## config.mk

```make
export PLATFORM = sky130hd
export DESIGN_NAME = spdif_frame_assembler_flat
export DESIGN_NICKNAME = d
export VERILOG_FILES = /design/src/rtl/spdif_frame_assembler_if.sv /design/src/rtl/spdif_frame_assembler.sv /design/src/flat_wrapper.sv
export SDC_FILE = /design/constraint.sdc
export NUM_CORES = 1
export LEC_CHECK = 0
export ABC_CLOCK_PERIOD_IN_PS = 6270
export CAP_MARGIN = 40
export CORE_AREA = 2 2 116 175
export DETAILED_ROUTE_END_ITERATION = 16
export DIE_AREA = 0 0 118 177
export PLACE_DENSITY = 0.53
export SKIP_LAST_GASP = 1
export SLEW_MARGIN = 10
export SYNTH_ARGS = -nofsm -noshare
export SYNTH_HDL_FRONTEND = slang
export SYNTH_SLANG_ARGS = --single-unit
```

## constraint.sdc

```tcl
create_clock -name clk -period 6.27 [get_ports clk]
set_clock_uncertainty 0.15 [all_clocks]
set_input_delay 0.9405 -clock clk [delete_from_list [all_inputs] [get_ports clk]]
set_output_delay 0.9405 -clock clk [all_outputs]
set_load 0.05 [all_outputs]
```

## src/rtl/spdif_frame_assembler_if.sv

```systemverilog
// Bus between the S/PDIF decoder and the frame assembler.
// Decoder side drives enable/flag/bfr; assembler drives the frame results.
interface spdif_frame_assembler_if #(
    parameter int CS_BITS = 24
);
    logic               enable;
    logic [2:0]         flag;
    logic [24:0]        bfr;
    logic [23:0]        left;
    logic [23:0]        right;
    logic               sample_valid;
    logic [7:0]         frame_idx;
    logic               block_start;
    logic [CS_BITS-1:0] cs_word;
    logic               cs_valid;
    logic               seq_err;
    logic               locked;

    modport master (
        output enable, flag, bfr,
        input  left, right, sample_valid, frame_idx, block_start,
        input  cs_word, cs_valid, seq_err, locked
    );

    modport slave (
        input  enable, flag, bfr,
        output left, right, sample_valid, frame_idx, block_start,
        output cs_word, cs_valid, seq_err, locked
    );
endinterface

```

## src/rtl/spdif_frame_assembler.sv

```systemverilog
// Pairs S/PDIF left/right subframes into frames, tracks block position,
// gathers channel-status bits and flags preamble sequencing errors.
// Ports: clk, rst (async, active high), bus (slave: enable/flag/bfr in,
// left/right/sample_valid/frame_idx/block_start/cs_*/seq_err/locked out).
module spdif_frame_assembler #(
    parameter int FRAMES_PER_BLOCK = 192,
    parameter int CS_BITS          = 24
) (
    input  logic                       clk,
    input  logic                       rst,
    spdif_frame_assembler_if.slave     bus
);

    localparam logic [7:0] LAST_IDX = 8'(FRAMES_PER_BLOCK - 1);
    localparam logic [7:0] BLK_LEN  = 8'(FRAMES_PER_BLOCK);
    localparam logic [7:0] CS_LAST  = 8'(CS_BITS - 1);

    typedef enum logic {
        IDLE,
        HAVE_L
    } state_t;

    state_t               state_q, state_d;
    logic [23:0]          pend_l_q, pend_l_d;
    logic                 pend_c_q, pend_c_d;
    logic                 pend_b_q, pend_b_d;
    logic [23:0]          left_q, left_d;
    logic [23:0]          right_q, right_d;
    // frame_idx doubles as the block position counter
    logic [7:0]           idx_q, idx_d;
    logic [CS_BITS-1:0]   sr_q, sr_d;
    logic [CS_BITS-1:0]   cs_word_q, cs_word_d;
    logic                 sv_q, sv_d;
    logic                 bs_q, bs_d;
    logic                 csv_q, csv_d;
    logic                 err_q, err_d;
    logic                 locked_q, locked_d;

    logic                 flag_b, flag_m, flag_w, one_hot;
    logic                 load, complete;
    logic [7:0]           inc;

    assign flag_b  = (bus.flag == 3'b001);
    assign flag_m  = (bus.flag == 3'b010);
    assign flag_w  = (bus.flag == 3'b100);
    assign one_hot = flag_b | flag_m | flag_w;
    assign inc     = idx_q + 8'd1;

    always_comb begin
        state_d   = state_q;
        pend_l_d  = pend_l_q;
        pend_c_d  = pend_c_q;
        pend_b_d  = pend_b_q;
        left_d    = left_q;
        right_d   = right_q;
        idx_d     = idx_q;
        sr_d      = sr_q;
        cs_word_d = cs_word_q;
        sv_d      = 1'b0;
        bs_d      = 1'b0;
        csv_d     = 1'b0;
        err_d     = 1'b0;
        locked_d  = locked_q;
        load      = 1'b0;
        complete  = 1'b0;

        if (bus.enable) begin
            if (!one_hot) begin
                err_d    = 1'b1;
                state_d  = IDLE;
                pend_l_d = '0;
                pend_c_d = 1'b0;
                pend_b_d = 1'b0;
            end else begin
                unique case (state_q)
                    IDLE: begin
                        if (flag_w) err_d = 1'b1;
                        else        load  = 1'b1;
                    end
                    HAVE_L: begin
                        if (flag_w) begin
                            complete = 1'b1;
                        end else begin
                            // a second left restarts the frame
                            err_d = 1'b1;
                            load  = 1'b1;
                        end
                    end
                    default: state_d = IDLE;
                endcase
            end
        end

        if (load) begin
            state_d  = HAVE_L;
            pend_l_d = bus.bfr[23:0];
            pend_c_d = bus.bfr[24];
            pend_b_d = flag_b;
        end

        if (complete) begin
            state_d = IDLE;
            left_d  = pend_l_q;
            right_d = bus.bfr[23:0];
            sv_d    = 1'b1;
            bs_d    = pend_b_q;
            if (pend_b_q) begin
                idx_d = 8'd0;
                // an early B only counts as an error once locked
                if (locked_q && idx_q != LAST_IDX) err_d = 1'b1;
            end else if (inc == BLK_LEN) begin
                // B preamble missing at the block boundary
                idx_d = 8'd0;
                err_d = 1'b1;
            end else begin
                idx_d = inc;
            end
            for (int i = 0; i < CS_BITS; i++) begin
                if (idx_d == 8'(i)) sr_d[i] = pend_c_q;
            end
            if (idx_d == CS_LAST) begin
                cs_word_d = sr_d;
                csv_d     = 1'b1;
            end
            if (pend_b_q) locked_d = 1'b1;
        end

        if (err_d) locked_d = 1'b0;
    end

    always_ff @(posedge clk or posedge rst) begin
        if (rst) begin
            state_q   <= IDLE;
            pend_l_q  <= '0;
            pend_c_q  <= 1'b0;
            pend_b_q  <= 1'b0;
            left_q    <= '0;
            right_q   <= '0;
            idx_q     <= '0;
            sr_q      <= '0;
            cs_word_q <= '0;
            sv_q      <= 1'b0;
            bs_q      <= 1'b0;
            csv_q     <= 1'b0;
            err_q     <= 1'b0;
            locked_q  <= 1'b0;
        end else begin
            state_q   <= state_d;
            pend_l_q  <= pend_l_d;
            pend_c_q  <= pend_c_d;
            pend_b_q  <= pend_b_d;
            left_q    <= left_d;
            right_q   <= right_d;
            idx_q     <= idx_d;
            sr_q      <= sr_d;
            cs_word_q <= cs_word_d;
            sv_q      <= sv_d;
            bs_q      <= bs_d;
            csv_q     <= csv_d;
            err_q     <= err_d;
            locked_q  <= locked_d;
        end
    end

    assign bus.left         = left_q;
    assign bus.right        = right_q;
    assign bus.sample_valid = sv_q;
    assign bus.frame_idx    = idx_q;
    assign bus.block_start  = bs_q;
    assign bus.cs_word      = cs_word_q;
    assign bus.cs_valid     = csv_q;
    assign bus.seq_err      = err_q;
    assign bus.locked       = locked_q;

endmodule
```

## src/flat_wrapper.sv

```systemverilog
// flat-port wrapper written by rule: the top's interface ports become plain ports
module spdif_frame_assembler_flat 
#(
    parameter int FRAMES_PER_BLOCK = 192,
    parameter int CS_BITS          = 24
)
  (clk, rst, bus_enable, bus_flag, bus_bfr, bus_left, bus_right, bus_sample_valid, bus_frame_idx, bus_block_start, bus_cs_word, bus_cs_valid, bus_seq_err, bus_locked);
  spdif_frame_assembler_if #(.CS_BITS(CS_BITS)) bus_i ();
  input  logic clk;
  input  logic rst;
  input wire logic [$bits(bus_i.enable)-1:0] bus_enable;
  input wire logic [$bits(bus_i.flag)-1:0] bus_flag;
  input wire logic [$bits(bus_i.bfr)-1:0] bus_bfr;
  output wire logic [$bits(bus_i.left)-1:0] bus_left;
  output wire logic [$bits(bus_i.right)-1:0] bus_right;
  output wire logic [$bits(bus_i.sample_valid)-1:0] bus_sample_valid;
  output wire logic [$bits(bus_i.frame_idx)-1:0] bus_frame_idx;
  output wire logic [$bits(bus_i.block_start)-1:0] bus_block_start;
  output wire logic [$bits(bus_i.cs_word)-1:0] bus_cs_word;
  output wire logic [$bits(bus_i.cs_valid)-1:0] bus_cs_valid;
  output wire logic [$bits(bus_i.seq_err)-1:0] bus_seq_err;
  output wire logic [$bits(bus_i.locked)-1:0] bus_locked;
  assign bus_i.enable = bus_enable;
  assign bus_i.flag = bus_flag;
  assign bus_i.bfr = bus_bfr;
  assign bus_left = bus_i.left;
  assign bus_right = bus_i.right;
  assign bus_sample_valid = bus_i.sample_valid;
  assign bus_frame_idx = bus_i.frame_idx;
  assign bus_block_start = bus_i.block_start;
  assign bus_cs_word = bus_i.cs_word;
  assign bus_cs_valid = bus_i.cs_valid;
  assign bus_seq_err = bus_i.seq_err;
  assign bus_locked = bus_i.locked;
  spdif_frame_assembler #(.FRAMES_PER_BLOCK(FRAMES_PER_BLOCK), .CS_BITS(CS_BITS)) u_core (.clk(clk), .rst(rst), .bus(bus_i));
endmodule
```

==> results.cfg, run 1 <==
[setup_path]
start_kind = primary input
r2r_end = u_core.bus.cs_word[12]
critPathArrivalTime_ns = 4.25
critPathKind = in -> reg
crit_required_ns = 6.41
r2r-start = u_core.bus.frame_idx[0]
worstRegToRegCells = 7
critical_path_peak_fanout = 21
critPathCaptureType = flip-flop
ff2ff_setup_slack_ns = 2.76

[logic_synthesis]
ys.flop_type = dfrtp_1
synth_top_area_frac = 0.591
synth_cell_types = 51
syn_area_um2 = 5720
synth_seq_cells = 135
synth_edf_count = 0
synthesis.nets = 462
synth_common_cells = 135 x dfrtp_1, 85 x mux2_2, 27 x a22o_1
synth_area_leaders = dfrtp_1 59%, mux2_2 17%, a22o_1 4.1%
yosysSeqAreaShare = 0.591
synth_cells = 429
ys_warn_count = 0
yosysTopAreaCell = dfrtp_1
synth-async-reset-ratio = 1.00
yosysMostFrequentCell = dfrtp_1
avgSynthCellArea_um2 = 13.3

[drt]
vias_per_cell = 4.80
wl_mm = 13.3
wire_per_inst_um = 16.3
drt-initial-drc-count = 117
antenna_left = 0
vias = 3923
dr.pass1.iters = 4
drc = 0

[power_and_ir_drop]
power_density_nw_per_um2 = 345
ir_worst_vdd_mv = 0.189
p_leak_nw = 3.44
power_mw = 2.67

[timing]
min_period_ns = 4.12
tns_ns = 0
rsz0062_at_grt = no
slew_headroom = 0.449
setup_viol_count_final = 0
maxSlewViolCount = 0
worst_slew_pin_slew_ns = 0.813
finalHoldViolations = 0
fmax_mhz = 243
timing.final.ws_setup_ns = 2.15
post-route-period-util = 0.656

[clocking]
cts_setup_buffers = 0
root_buffer = clkbuf_16
cts_buffer_depth = 2
cts_buffers = 17
insertion_delay_ns = 0.41
cts_tree = yes
cts_max_level = 4
clk_transition_reported_paths_ns = 0.06
ctsHoldBuffers = 0
cts_sinks = 135
cts_resized = 0

[finish]
finalCoreUtilization = 0.397
stdcell_count = 818
fill_cells = 1894
area_growth_pct = 35.3
final_nets = 578
antenna_cells = 0
drive_above_1_share = 0.249

[floorplan]
coreArea_um2 = 19500
io_pins = 116
die_w_um = 118
initial_core_util = 0.294
die_y_um = 177
die_area_um2 = 20900
rows = 63

[placement]
port_buffers = 115
post-dp-hpwl_mm = 9.28
gp_congestion = 0.895
numPlacedInstances = 786
preCtsSetupSlack_ns = 1.74

[grt]
grtUsageTotal = 0.132
overflow = 0
grt_max_degree = 76
grt_antenna_before_repair = 0
grt_pass1_wl_mm = 21.8
grt_pass1_vias = 4186

[min_path]
whs_endpoint = u_core.sr_q[8]
holdPathStages = 1
hp-start = u_core.sr_q[8]
hold_class = reg -> reg

[job]
drv_cap = 0

[run_status]
outcome = finished clean
-- logic make-up (layout without fill, tap and decap cells) --
kind of cell	Yosys count	count (layout)	synth area share
AND/OR/NAND/NOR	96	96	0.0963
multiplexers	95	95	0.188
AO/OA/AOI/OAI	67	67	0.0906
buffers and inverters	31	160	0.0258
XOR/XNOR	3	3	0.00460
adder cells (fa/ha/maj)	2	2	0.00438
flip-flops	135	135	0.591
-- metal layers --
| metal | up-vias | part of all wire | track usage | wire, um |
|---|---|---|---|---|
| met5 | - | 0 | 0 | 0 |
| met4 | 0 | 0.017 | 0.0557 | 221 |
| met3 | 14 | 0.062 | 0.0474 | 833 |
| met2 | 112 | 0.51 | 0.228 | 6800 |
| met1 | 1981 | 0.41 | 0.146 | 5490 |
| li1 | 1816 | - | - | - |
-- critical path, stage by stage --
cell and delay [ns]:
clkdlybuf4s50_1 0.57, nor3b_1 0.39, ha_1 0.30, nand2_2 0.08, inv_2 0.13, nand2b_1 0.13
or3_1 0.47, nor4_4 0.48, buf_4 0.37, mux2_2 0.37
-- worst max path at each step --
stage | cells past startpoint | startpoint | end
2_1_floorplan | 1 | rst | u_core.bus.block_start
3_3_place_gp | 10 | bus_flag[2] | u_core.bus.cs_word[23]
3_5_place_dp | 10 | bus_flag[2] | u_core.bus.cs_word[12]
4_1_cts | 10 | bus_flag[2] | u_core.bus.cs_word[12]
5_1_grt | 10 | bus_flag[2] | u_core.bus.cs_word[12]
6_report | 10 | bus_flag[2] | u_core.bus.cs_word[12]
-- cell usage in the layout (no fill, tap or decap), types with 4 or more instances in the layout --
cell	synthesis	final
nor2_1	17	17
o21ai_0	8	8
nor4_1	15	15
nor2b_1	4	4
nand2_1	17	16
inv_1	5	4
mux2_2	85	85
a21oi_1	9	9
buf_4	2	5
nand3_1	8	8
clkbuf_16	0	17
o31ai_1	4	4
nor3_1	8	8
clkdlybuf4s50_1	0	115
mux2i_1	4	4
a22o_1	27	27
inv_6	0	6
nand2b_1	7	7
dfrtp_1	135	135
mux2_1	4	4
-- state kept, by name, summed over array words and instances (netlist names) --
name and count:
u_core.bus.cs_word 24, u_core.bus.locked 1, u_core.bus.left 24, u_core.bus.frame_idx 8, u_core.pend_b_q 1, u_core.pend_l_q 24, u_core.state_q 1, u_core.bus.cs_valid 1
u_core.sr_q 23, u_core.bus.sample_valid 1, u_core.bus.right 24, u_core.pend_c_q 1, u_core.bus.seq_err 1, u_core.bus.block_start 1
-- report_power, final --
part           internal [mW]  total (mW)  switching [mW]
sequential             0.961        1.03          0.0657
combinational          0.242       0.719           0.478
clock                  0.525       0.923           0.399
total                   1.73        2.67           0.942
-- metrics by stage --
stage / instance area, um^2 / hold slack [ns]
6_report: 7740 / 0.340
5_1_grt: 7740 / 0.365
2_1_floorplan: 5720 / 0.302
3_3_place_gp: 7130 / 0.328
3_5_place_dp: 7180 / 0.332
4_1_cts: 7740 / 0.347
-- cell type report --
type / count / area (um^2) / share of cell area
clock buffer: 18 / 439 / 0.0568
multi-input combinational: 263 / 2210 / 0.285
timing repair buffer: 122 / 1240 / 0.161
tap: 260 / 325 / 0.0421
inverter: 6 / 27.5 / 0.00356
sequential: 135 / 3380 / 0.437
clock inverter: 14 / 114 / 0.0147
(Power assumes the default switching activity.)
==> run 2: changes to the inputs <==
ABC_CLOCK_PERIOD_IN_PS = 3590   (was 6270)
PLACE_DENSITY = 0.55   (was 0.53)
clock period = 3.59 ns   (was 6.27 ns; I/O delays follow)
==> results.cfg, run 2 (same netlist as run 1, synthesis figures left out) <==
[drt]
route.met2.wl_mm = 7.23
highest_layer = met5
wl_mm = 13.8
antenna_left = 0
met1_length_mm = 5.33
wl_met3_um = 814
vias_per_cell = 4.81
drc = 0
drt-initial-drc-count = 185
wire_per_inst_um = 16.6
vias = 3982
dr.pass1.iters = 4

[placement]
post-dp-hpwl_mm = 9.48
numPlacedInstances = 794
preCtsSetupSlack_ns = 0.0848
port_buffers = 115
place_area_um2 = 7230
gp_congestion = 0.816

[finish]
antenna_cells = 0
stdcell_count = 827
fill_cells = 1855
area_growth_pct = 37.2
stdcell_area_um2 = 7840
drive_above_1_share = 0.261
finalCoreUtilization = 0.403
mostFrequentLayoutCells = 135 x dfrtp_1, 115 x clkdlybuf4s50_1, 85 x mux2_2, 27 x a22o_1
final_common_cell = dfrtp_1
final_nets = 587

[clocking]
root_buffer = clkbuf_16
ctsHoldBuffers = 0
cts_setup_buffers = 0
insertion_delay_ns = 0.42
clk_transition_reported_paths_ns = 0.06
cts_buffers = 17
cts_buffer_depth = 2
cts_resized = 0
cts_tree = yes
cts_sinks = 135
cts_max_level = 4

[timing]
holdWs_ns = 0.348
setup_viol_count_final = 0
slew_headroom = 0.486
min_period_ns = 3.09
fmax_mhz = 324
worst_slew_pin_slew_ns = 0.772
timing.final.ws_setup_ns = 0.502
post-route-period-util = 0.860
tns_ns = 0
maxSlewViolCount = 0
rsz0062_at_grt = no
finalHoldViolations = 0

[setup_path]
critPathArrivalTime_ns = 3.24
critical_path_peak_fanout = 9
max_stage_delay_ns = 0.52
start_kind = flip-flop
critPathCaptureType = flip-flop
worst_path_max_delay_cell = dfrtp_1
critPathKind = reg -> reg
cp_cell_sequence = ha_1 > nand3_1 > nor4b_2 > o311ai_1 > buf_2 > nor4_2 > buf_4 > nand3_1 > mux2_1
crit_required_ns = 3.74
cpMostUsedCell = nand3_1

[power_and_ir_drop]
power_density_nw_per_um2 = 620
power_mw = 4.86
ir_worst_vdd_mv = 0.545
p_leak_nw = 3.50

[floorplan]
die_w_um = 118
die_y_um = 177
die_area_um2 = 20900
initial_core_util = 0.294
io_pins = 116
coreArea_um2 = 19500
rows = 63

[grt]
grt_max_degree = 73
grtUsageTotal = 0.138
grt_antenna_before_repair = 1
grt_pass1_vias = 4356
grt_pass1_wl_mm = 22.8
overflow = 0

[run_status]
outcome = finished clean

[job]
drv_cap = 0

[min_path]
hold_class = reg -> reg
==> run 2: changes by cell type in the layout (fill, tap and decap cells not counted), sizes merged <==
| cell | delta |
|---|---|
| clkinv | +1 |
| inv | -4 |
| buf | +9 |
| bufinv | +3 |
==> run 2: power by group <==
| group | total (mW) | leakage [nW] | internal, mW | switching, mW |
|---|---|---|---|---|
| sequential | 1.79 | 1.81 | 1.68 | 0.114 |
| clock | 1.79 | 0.297 | 1.12 | 0.678 |
| combinational | 1.28 | 1.39 | 0.441 | 0.837 |
==> run 2: worst max-delay path: cells and delay by family (launching register included) <==
kind	cells	cell delay (ns)
buffers and inverters	2	0.39
flip-flops	1	0.52
AND/OR/NAND/NOR	4	1.05
adder cells (fa/ha/maj)	1	0.36
multiplexers	1	0.33
AO/OA/AOI/OAI	1	0.15
==> run 2: layer usage <==
| layer | global-route usage | up-vias |
|---|---|---|
| li1 | - | 1826 |
| met1 | 0.146 | 1995 |
| met2 | 0.246 | 133 |
| met3 | 0.0493 | 26 |
| met4 | 0.0648 | 2 |
| met5 | 0 | - |
==> run 2: worst paths after layout <==
kind | from | endpoint | slack (ns) | depth (start not counted)
min | u_core.pend_l_q[14] | u_core.pend_l_q[14] | 0.35 | 1
max reg2reg | u_core.bus.frame_idx[0] | u_core.sr_q[17] | 0.50 | 9
min reg2reg | u_core.pend_l_q[14] | u_core.pend_l_q[14] | 0.35 | 1
min in group asynchronous | rst | u_core.bus.seq_err | 0.37 | 2
max in group asynchronous | rst | u_core.bus.left[11] | 2.15 | 3
max | u_core.bus.frame_idx[0] | u_core.sr_q[17] | 0.50 | 9
==> run 2: layout make-up <==
| cell class | instances | area [um^2] | area share |
|---|---|---|---|
| Clock buffer | 18 | 439 | 0.0560 |
| Clock inverter | 14 | 173 | 0.0220 |
| Inverter | 6 | 26.3 | 0.00335 |
| Tap cell | 260 | 325 | 0.0415 |
| Multi-Input combinational cell | 263 | 2210 | 0.282 |
| Timing Repair Buffer | 131 | 1290 | 0.165 |
| Sequential cell | 135 | 3380 | 0.431 |
==> run 3: changes to the inputs <==
CORE_AREA = 2 2 95 142   (was 2 2 116 175)
DIE_AREA = 0 0 97 144   (was 0 0 118 177)
PLACE_DENSITY = 0.76   (was 0.55)
==> results.cfg, run 3 (same netlist as run 1, synthesis figures left out) <==
[min_path]
hold_class = reg -> reg
whs_endpoint = u_core.sr_q[18]
holdPathStages = 1
hp-start = u_core.sr_q[18]

[timing]
slew_headroom = 0.473
setup_viol_count_final = 0
finalHoldViolations = 0
timing.final.ws_setup_ns = 0.439
tns_ns = 0
post-route-period-util = 0.878
holdWs_ns = 0.343
maxSlewViolCount = 0
min_period_ns = 3.15
fmax_mhz = 317
worst_slew_pin_slew_ns = 0.791
rsz0062_at_grt = no

[floorplan]
rows = 51
initial_core_util = 0.446
coreArea_um2 = 12800
die_w_um = 97
die_y_um = 144
io_pins = 116
die_area_um2 = 14000

[power_and_ir_drop]
ir_worst_vdd_mv = 0.437
p_leak_nw = 3.48
power_density_nw_per_um2 = 628

[clocking]
insertion_delay_ns = 0.41
cts_resized = 0
cts_setup_buffers = 0
cts_max_level = 4
cts_sinks = 135
cts_tree = yes
cts_buffer_depth = 2
cts_buffers = 17
ctsHoldBuffers = 0
clk_transition_reported_paths_ns = 0.06
root_buffer = clkbuf_16

[finish]
final_nets = 583
fill_cells = 1022
antenna_cells = 0
final_common_cell = dfrtp_1
drive_above_1_share = 0.252
mostFrequentLayoutCells = 135 x dfrtp_1, 115 x clkdlybuf4s50_1, 85 x mux2_2, 27 x a22o_1
area_growth_pct = 34.5

[grt]
grt_pass1_vias = 4125
overflow = 0
grtUsageTotal = 0.187
grt_max_degree = 64
grt_antenna_before_repair = 0
grt_pass1_wl_mm = 20.8

[setup_path]
start_kind = flip-flop
ff2ff_setup_slack_ns = 0.44
max_stage_delay_ns = 0.55
worstRegToRegCells = 7
cpMostUsedCell = nand3_1
r2r_end = u_core.sr_q[17]
crit_required_ns = 3.73
critPathCaptureType = flip-flop
critPathArrivalTime_ns = 3.29
cp_cell_sequence = ha_1 > nand3_1 > nor4b_2 > o311ai_1 > nor4_2 > nand3_1 > mux2_1
critical_path_peak_fanout = 9
r2r-start = u_core.bus.frame_idx[0]
critPathKind = reg -> reg
worst_path_max_delay_cell = nor4_2

[placement]
preCtsSetupSlack_ns = 0.0629
gp_congestion = 0.880
port_buffers = 115
post-dp-hpwl_mm = 8.72

[drt]
vias_per_cell = 5.53
drc = 0
antenna_left = 0
wl_mm = 12.6
vias = 3991
drt-initial-drc-count = 167
wire_per_inst_um = 17.5
dr.pass1.iters = 4

[run_status]
outcome = finished clean

[job]
drv_cap = 0
[run 3: final cells by class]
class	count	area, um^2	area share
Timing Repair Buffer	127	1270	0.166
Inverter	6	26.3	0.00342
Clock inverter	13	171	0.0223
Clock buffer	19	433	0.0563
Multi-Input combinational cell	263	2210	0.287
Sequential cell	135	3380	0.439
Tap cell	159	199	0.0259
[run 3: power breakdown]
group	switching (mW)	total, mW	internal (mW)
combinational	0.829	1.26	0.431
clock	0.666	1.77	1.10
sequential	0.118	1.80	1.68
total	1.61	4.83	3.21
[run 3: how the worst max path moves through the flow]
stage,startpoint,endpoint,slack [ns],cells after the start
5_1_grt,u_core.bus.frame_idx[0],u_core.sr_q[18],0.28,7
2_1_floorplan,u_core.bus.frame_idx[0],u_core.bus.cs_word[0],0.62,8
6_report,u_core.bus.frame_idx[0],u_core.sr_q[17],0.44,7
4_1_cts,bus_flag[1],u_core.bus.cs_word[8],0.48,10
3_5_place_dp,bus_flag[1],u_core.bus.cs_word[8],0.06,10
3_3_place_gp,bus_flag[1],u_core.bus.cs_word[7],0.14,10
[run 3: critical path, delay by kind of cell, from the launching register on]
kind	cells	cell delay [ns]
AND/OR/NAND/NOR	4	1.36
AO/OA/AOI/OAI	1	0.28
flip-flops	1	0.54
adder cells (fa/ha/maj)	1	0.36
multiplexers	1	0.33
[run 3: stage by stage]
step	cell area, um^2	utilization	cells	power [mW]
after floorplan	5720	-	429	2.64
after global placement	7060	0.550	689	3.05
after detailed placement	7090	0.552	690	3.08
after CTS	7690	0.600	722	4.87
after global routing	7690	0.600	722	5.02
final	7690	0.600	722	4.83
[run 3: metal layers]
layer  vias up  track usage  wire [um]
met5         -            0          0
met4         0       0.0801        236
met3        20       0.0638        913
met2       160        0.318       6430
met1      1978        0.215       5050
li1       1833            -          -
